===== src/rtl/riot_multi.sv =====
// riot_multi: RAM, two bidirectional ports, NUM_TIMERS interval timers and a PA edge detector, all advanced by ce.
// Reads are registered with 1 enabled-cycle latency; there is no backpressure. Define RIOT_RAM_EN to include RAM storage.
module riot_multi #(
    parameter int PORT_W     = 8,
    parameter int NUM_TIMERS = 2,
    parameter int RAM_AW     = 7
) (
    input  logic              clk,
    input  logic              reset,
    input  logic              ce,
    input  logic [7:0]        addr,
    input  logic              rw_n,
    input  logic              cs,
    input  logic              rs_n,
    input  logic [7:0]        d_in,
    output logic [7:0]        d_out,
    output logic              irq_n,
    input  logic [PORT_W-1:0] pa_in,
    input  logic [PORT_W-1:0] pb_in,
    output logic [PORT_W-1:0] pa_out,
    output logic [PORT_W-1:0] pb_out,
    output logic [PORT_W-1:0] pa_dir,
    output logic [PORT_W-1:0] pb_dir
);
    logic [7:0]            t_count  [NUM_TIMERS];
    logic [7:0]            t_reload [NUM_TIMERS];
    logic [1:0]            t_ps     [NUM_TIMERS];
    logic [9:0]            t_pre    [NUM_TIMERS];
    logic [NUM_TIMERS-1:0] t_ien, t_mode, t_run, t_fast, t_flag, tick;
    logic                  edge_pol, edge_en, edge_flag, pa7_q;
    logic [PORT_W-1:0]     pa_rd, pb_rd;
    logic                  pa7, edge_hit, rd, wr, reg_wr, ifr_wr, tmr_sel;
    logic [1:0]            tidx;
    logic [7:0]            rdata, ram_rd;
    logic [3:0]            tflag4;

    function automatic logic [9:0] div_lim(input logic [1:0] sel);
        case (sel)
            2'd0:    return 10'd0;
            2'd1:    return 10'd7;
            2'd2:    return 10'd63;
            default: return 10'd1023;
        endcase
    endfunction

    assign rd       = ce & cs & rw_n;
    assign wr       = ce & cs & ~rw_n;
    assign reg_wr   = wr & rs_n;
    assign ifr_wr   = reg_wr & (addr == 8'h05);
    assign tmr_sel  = (addr[7:4] == 4'h1);
    assign tidx     = addr[3:2];
    assign pa_rd    = (pa_out & pa_dir) | (pa_in & ~pa_dir);
    assign pb_rd    = (pb_out & pb_dir) | (pb_in & ~pb_dir);
    assign pa7      = pa_rd[PORT_W-1];
    assign edge_hit = edge_pol ? (~pa7_q & pa7) : (pa7_q & ~pa7);
    assign tflag4   = 4'(t_flag);
    assign irq_n    = ~(|(t_flag & t_ien) | (edge_flag & edge_en));

`ifdef RIOT_RAM_EN
    logic [7:0] ram [2**RAM_AW];

    always_ff @(posedge clk) begin
        if (!reset && wr && !rs_n)
            ram[addr[RAM_AW-1:0]] <= d_in;
    end
    assign ram_rd = ram[addr[RAM_AW-1:0]];
`else
    assign ram_rd = 8'hFF;
`endif

    // A timer in legacy fast state ticks on every enabled cycle regardless of prescale select.
    always_comb begin
        tick = '0;
        for (int n = 0; n < NUM_TIMERS; n++)
            tick[n] = t_run[n] & (t_pre[n] == (t_fast[n] ? 10'd0 : div_lim(t_ps[n])));
    end

    always_comb begin
        rdata = 8'h00;
        if (!rs_n) begin
            rdata = ram_rd;
        end else if (tmr_sel) begin
            for (int n = 0; n < NUM_TIMERS; n++) begin
                if (tidx == 2'(n)) begin
                    if (addr[1:0] == 2'd0)
                        rdata = t_count[n];
                    else if (addr[1:0] == 2'd1)
                        rdata = {3'b000, t_run[n], t_mode[n], t_ien[n], t_ps[n]};
                end
            end
        end else begin
            case (addr)
                8'h00:   rdata = 8'(pa_rd);
                8'h01:   rdata = 8'(pa_dir);
                8'h02:   rdata = 8'(pb_rd);
                8'h03:   rdata = 8'(pb_dir);
                8'h04:   rdata = {6'b000000, edge_en, edge_pol};
                8'h05:   rdata = {edge_flag, 3'b000, tflag4};
                default: rdata = 8'h00;
            endcase
        end
    end

    always_ff @(posedge clk) begin
        if (reset) begin
            d_out     <= 8'hFF;
            pa_out    <= '0;
            pa_dir    <= '0;
            pb_out    <= '0;
            pb_dir    <= '0;
            edge_pol  <= 1'b0;
            edge_en   <= 1'b0;
            edge_flag <= 1'b0;
            pa7_q     <= 1'b0;
            t_ien     <= '0;
            t_mode    <= '0;
            t_run     <= '1;
            t_fast    <= '0;
            t_flag    <= '0;
            for (int n = 0; n < NUM_TIMERS; n++) begin
                t_count[n]  <= 8'hFF;
                t_reload[n] <= 8'hFF;
                t_ps[n]     <= 2'd2;
                t_pre[n]    <= '0;
            end
        end else if (ce) begin
            if (rd)
                d_out <= rdata;

            pa7_q <= pa7;
            if (edge_hit)
                edge_flag <= 1'b1;
            else if (ifr_wr && d_in[7])
                edge_flag <= 1'b0;

            if (reg_wr) begin
                case (addr)
                    8'h00: pa_out <= d_in[PORT_W-1:0];
                    8'h01: pa_dir <= d_in[PORT_W-1:0];
                    8'h02: pb_out <= d_in[PORT_W-1:0];
                    8'h03: pb_dir <= d_in[PORT_W-1:0];
                    8'h04: begin
                        edge_pol <= d_in[0];
                        edge_en  <= d_in[1];
                    end
                    default: ;
                endcase
            end

            // Register writes come last so a COUNT write overrides a same-cycle tick.
            for (int n = 0; n < NUM_TIMERS; n++) begin
                t_pre[n] <= tick[n] ? 10'd0 : t_pre[n] + 10'd1;
                if (tick[n]) begin
                    if (t_count[n] != 8'h00) begin
                        t_count[n] <= t_count[n] - 8'h01;
                    end else if (t_mode[n]) begin
                        t_count[n] <= t_reload[n];
                    end else begin
                        t_count[n] <= 8'hFF;
                        t_fast[n]  <= 1'b1;
                    end
                end

                if (tick[n] && t_count[n] == 8'h00)
                    t_flag[n] <= 1'b1;
                else if (ifr_wr && d_in[n])
                    t_flag[n] <= 1'b0;

                if (reg_wr && tmr_sel && tidx == 2'(n) && addr[1:0] == 2'd0) begin
                    t_count[n]  <= d_in;
                    t_reload[n] <= d_in;
                    t_pre[n]    <= '0;
                    t_flag[n]   <= 1'b0;
                    t_run[n]    <= 1'b1;
                    t_fast[n]   <= 1'b0;
                end else if (reg_wr && tmr_sel && tidx == 2'(n) && addr[1:0] == 2'd1) begin
                    t_ps[n]   <= d_in[1:0];
                    t_ien[n]  <= d_in[2];
                    t_mode[n] <= d_in[3];
                    t_run[n]  <= d_in[4];
                    t_fast[n] <= 1'b0;
                end
            end
        end
    end
endmodule


===== config.mk =====
export PLATFORM = sky130hd
export DESIGN_NAME = riot_multi
export DESIGN_NICKNAME = d
export VERILOG_FILES = /design/src/rtl/riot_multi.sv
export SDC_FILE = /design/constraint.sdc
export NUM_CORES = 1
export LEC_CHECK = 0
export BUFFER_PORTS_ARGS = -buffer_cell sky130_fd_sc_hd__buf_2
export CORE_ASPECT_RATIO = 1.4
export CORE_MARGIN = 2
export CORE_UTILIZATION = 60
export CTS_BUF_LIST = sky130_fd_sc_hd__clkbuf_8
export DETAILED_ROUTE_END_ITERATION = 8
export GPL_TIMING_DRIVEN = 0
export PLACE_DENSITY = 0.87
export SLEW_MARGIN = 5
export SYNTH_ARGS = -nofsm -noshare
export SYNTH_HDL_FRONTEND = slang
export SYNTH_SLANG_ARGS = --single-unit

===== constraint.sdc =====
create_clock -name clk -period 3.2 [get_ports clk]
set_input_delay 0.16 -clock clk [delete_from_list [all_inputs] [get_ports clk]]
set_output_delay 0.16 -clock clk [all_outputs]
set_load 0.05 [all_outputs]

==> run_results.csv <==
group,metric,value,unit
clock_network,clk_latency,0.40,ns
route,vias_per_cell,6.516,
worst_setup_path,crit_family,"simple AND/OR/NAND/NOR gates",
global_routing,grt_util_all_layers,32.85,%
placed_design,place_area,0.006302,sq mm
cells_and_area,nNetsFinal,760,
pwr,internal_power,0.001941,W
worst_setup_path,cp_data_required_time,3.34,ns
floorplanning,start_util,61.35,%
route,vias,5428,
route,drc,0,
route,drt-total-wl,16.89,mm
sta,fin_tns_setup,0,ns
sta,clock-skew-final,0.01678,ns
synthesis,syn-num-nets,678,
run_status,status,"completed",
worst_setup_path,max_stage_delay,0.57,ns
sta,relSlewSlack,28.48,%
clock_network,clock-sinks,110,
pwr,p_per_area,407.4,mW/mm^2
worst_setup_path,crit_type,"flop to flop",
clock_network,cts_hold_buf,0,
min_path,min_path_type,"primary input to flop",
route,wl_met2,8.264,mm
cells_and_area,drive_gt1_share,18.26,%
route,detail-route-antenna-nets,0,
placed_design,place_inst,817,
pwr,pwr-share-seq,57.4,%
route,wl_per_cell,20.27,microns
worst_setup_path,crit_chain,"nor4_1, nand2_1, nor4_2, nand3_1, o22ai_1, a21oi_1",
pwr,switchingPower,0.0007123,W
route,dr_wl_met3,1.437,mm
global_routing,grt_pass1_vias,5265,
sta,hold_viol_final,0,
synthesis,syn_area,0.005803,sq mm
synthesis,synth_top_area_cell,"edfxtp_1",
floorplanning,die-area,0.01049,sq mm
synthesis,postSynth.asyncResetShare,0,%
pwr,ir_drop,0.4217,mV
sta,tightest_slew,1.062,ns
synthesis,syn-instance-count,636,
worst_setup_path,crit_slowest_cell,"nor4_2",
sta,fin_crit_sh,91.67,%
global_routing,grt_overflow_total,0,
global_routing,grt_start_max_net_pins,20,
synthesis,synth_area_leaders,"edfxtp_1 24%, dfxtp_1 22%, nand2_1 6.7%",
flow_run,cap_viol_max_count,0,
pwr,swShare,26.85,%
route,drtPass1Iterations,7,
clock_network,cts.path.max_buffers,2,
pwr,pwr-share-clk,33.5,%
global_routing,antenna_found_initial,0,
worst_setup_path,worst_ep_arrival_time,3.07,ns
sta,rsz0062_at_grt,"no",
synthesis,ys_seq_area_share,45.88,%
worst_setup_path,worst_setup_path_end_kind,"flop",
placed_design,port_buffers,71,
cells_and_area,final_common_cell,"nand2_1",
sta,fin_crit,2.933,ns
worst_setup_path,cp-start-kind,"flop",
cells_and_area,n_antenna_cell,0,
synthesis,synth-seq-cells,110,
clock_network,cts.reportedPaths.clkPinSlew,0.11,ns
synthesis,yosysWarnings,0,
clock_network,cts_tree,"built",
placed_design,gp_congestion,0.9745,
route,topRoutingLayerUsed,"met4",
cells_and_area,final_core_util,68.84,%
cells_and_area,final_area,0.006511,sq mm
sta,finalMaxSlewViolations,0,
sta,setup_violations,0,
floorplanning,die_x,87.12,microns
route,drt-initial-drc-count,503,
floorplanning,num_io_pins,79,
synthesis,synth_cell_type_count,66,
floorplanning,rows,42,
worst_setup_path,path_max_fanout,8,
route,routedLengthMet1,6.243,mm
clock_network,root_buffer,"clkbuf_8",
pwr,p_comb_share,9.0,%
synthesis,synth_edf_count,46,
cells_and_area,layout_common_cells,"104 x nand2_1, 82 x buf_2, 64 x dfxtp_1, 52 x nor2_1, 46 x edfxtp_1",
floorplanning,die_h,120.4,microns
placed_design,dp_hpwl,12.57,mm
sta,fmax,0.3409,GHz
clock_network,numCtsBuffers,9,
global_routing,grt_pass1_wl,26.48,mm
cells_and_area,fin_cells,833,
clock_network,cts-htree-levels,3,
worst_setup_path,worst-path-buf-inv,0,
pwr,leakagePower,2.384,nW
synthesis,synthFlopType,"dfxtp_1",
synthesis,avgSynthCellArea,9.124,sq um
synthesis,yosys.area.top_type_share,23.80,%
cells_and_area,area_growth,12.20,%
sta,whs,0.1083,ns
floorplanning,coreArea,0.009459,sq mm
-- worst reg2reg max path, stage by stage (launching register included) --
cell and delay, ns:
edfxtp_1 0.50, nor4_1 0.52, nand2_1 0.26, nor4_2 0.57, nand3_1 0.46, o22ai_1 0.31
a21oi_1 0.07
-- kinds of logic after synthesis --
logic type	share of synthesized area [%]
and+or+nand+nor	24.82
AOI/OAI and AO/OA	15.68
muxes	6.425
adders and majority gates	0.8625
xor gates and xnor gates	3.320
buffers and inverters	3.019
DFF	45.88
-- per-layer routing --
layer / track usage, % / vias to the layer above
li1: - / 2485
met4: 18.37 / 0
met5: 0 / -
met1: 39.15 / 2513
met3: 5.734 / 78
met2: 55.20 / 352
-- path summary, 6_finish.rpt --
path | from | endpoint | slack [ns] | cells past startpoint
setup reg to reg | t_count[1][5] | t_count[1][7] | 0.27 | 6
hold / removal | d_in[5] | pa_dir[5] | 0.11 | 3
hold reg to reg | t_ien[1] | t_ien[1] | 0.48 | 2
setup / recovery | t_count[1][5] | t_count[1][7] | 0.27 | 6
-- synthesized netlist by cell type, types with 4 or more instances --
master / instances
nand2_1: 104
a31oi_1: 15
clkbuf_1: 14
buf_2: 11
o21ai_0: 29
or3_1: 8
ha_1: 4
nand3_1: 22
dfxtp_1: 64
mux2i_1: 35
a21oi_1: 45
a21oi_2: 8
nor2_1: 52
nand3b_1: 4
or2_2: 8
inv_1: 11
nor3_1: 13
xor2_1: 16
edfxtp_1: 46
o22ai_1: 13
nor4_1: 9
nand4_1: 4
a21o_1: 4
and3_1: 8
xnor2_1: 6
nand2b_1: 16
-- metrics by stage --
stage / setup slack [ns] / power (W)
2_1_floorplan: 0.7381 / 0.001694
3_3_place_gp: 0.01602 / 0.001779
3_5_place_dp: -0.0001723 / 0.001787
4_1_cts: 0.2258 / 0.002638
5_1_grt: 0.1034 / 0.002712
6_report: 0.2667 / 0.002653
-- power by group through the flow --
stage               registers, W  logic (W)  clock network (W)
floorplan                0.00156   0.000134                  0
CTS                      0.00152   0.000235           0.000881
detailed placement       0.00155   0.000233                  0
global route             0.00153   0.000257           0.000928
finish                   0.00152   0.000240           0.000890
global placement         0.00155   0.000227                  0
-- flip-flops by register name (all words and copies together), names as in the netlist, 4 cells and up --
name	flops
t_count	16
t_ps	4
t_reload	16
pa_dir	8
pa_out	8
d_out	8
pb_dir	8
pb_out	8
t_pre	20
-- layout make-up --
type | count | area [sq um]
Multi-Input combinational cell | 486 | 2978
Fill cell | 730 | 2948
Sequential cell | 110 | 2663
Timing Repair Buffer | 71 | 355.3
Tap cell | 110 | 137.6
Buffer | 29 | 133.9
Clock buffer | 9 | 123.9
Clock inverter | 7 | 78.83
Inverter | 11 | 41.29
-- repair_timing --
item | in CTS | in global routing
gates resized for setup | 1 | 0
setup endpoints to repair | 4 | 0
setup buffers | 0 | 0
No activity file was read; power rests on OpenSTA's default activity.
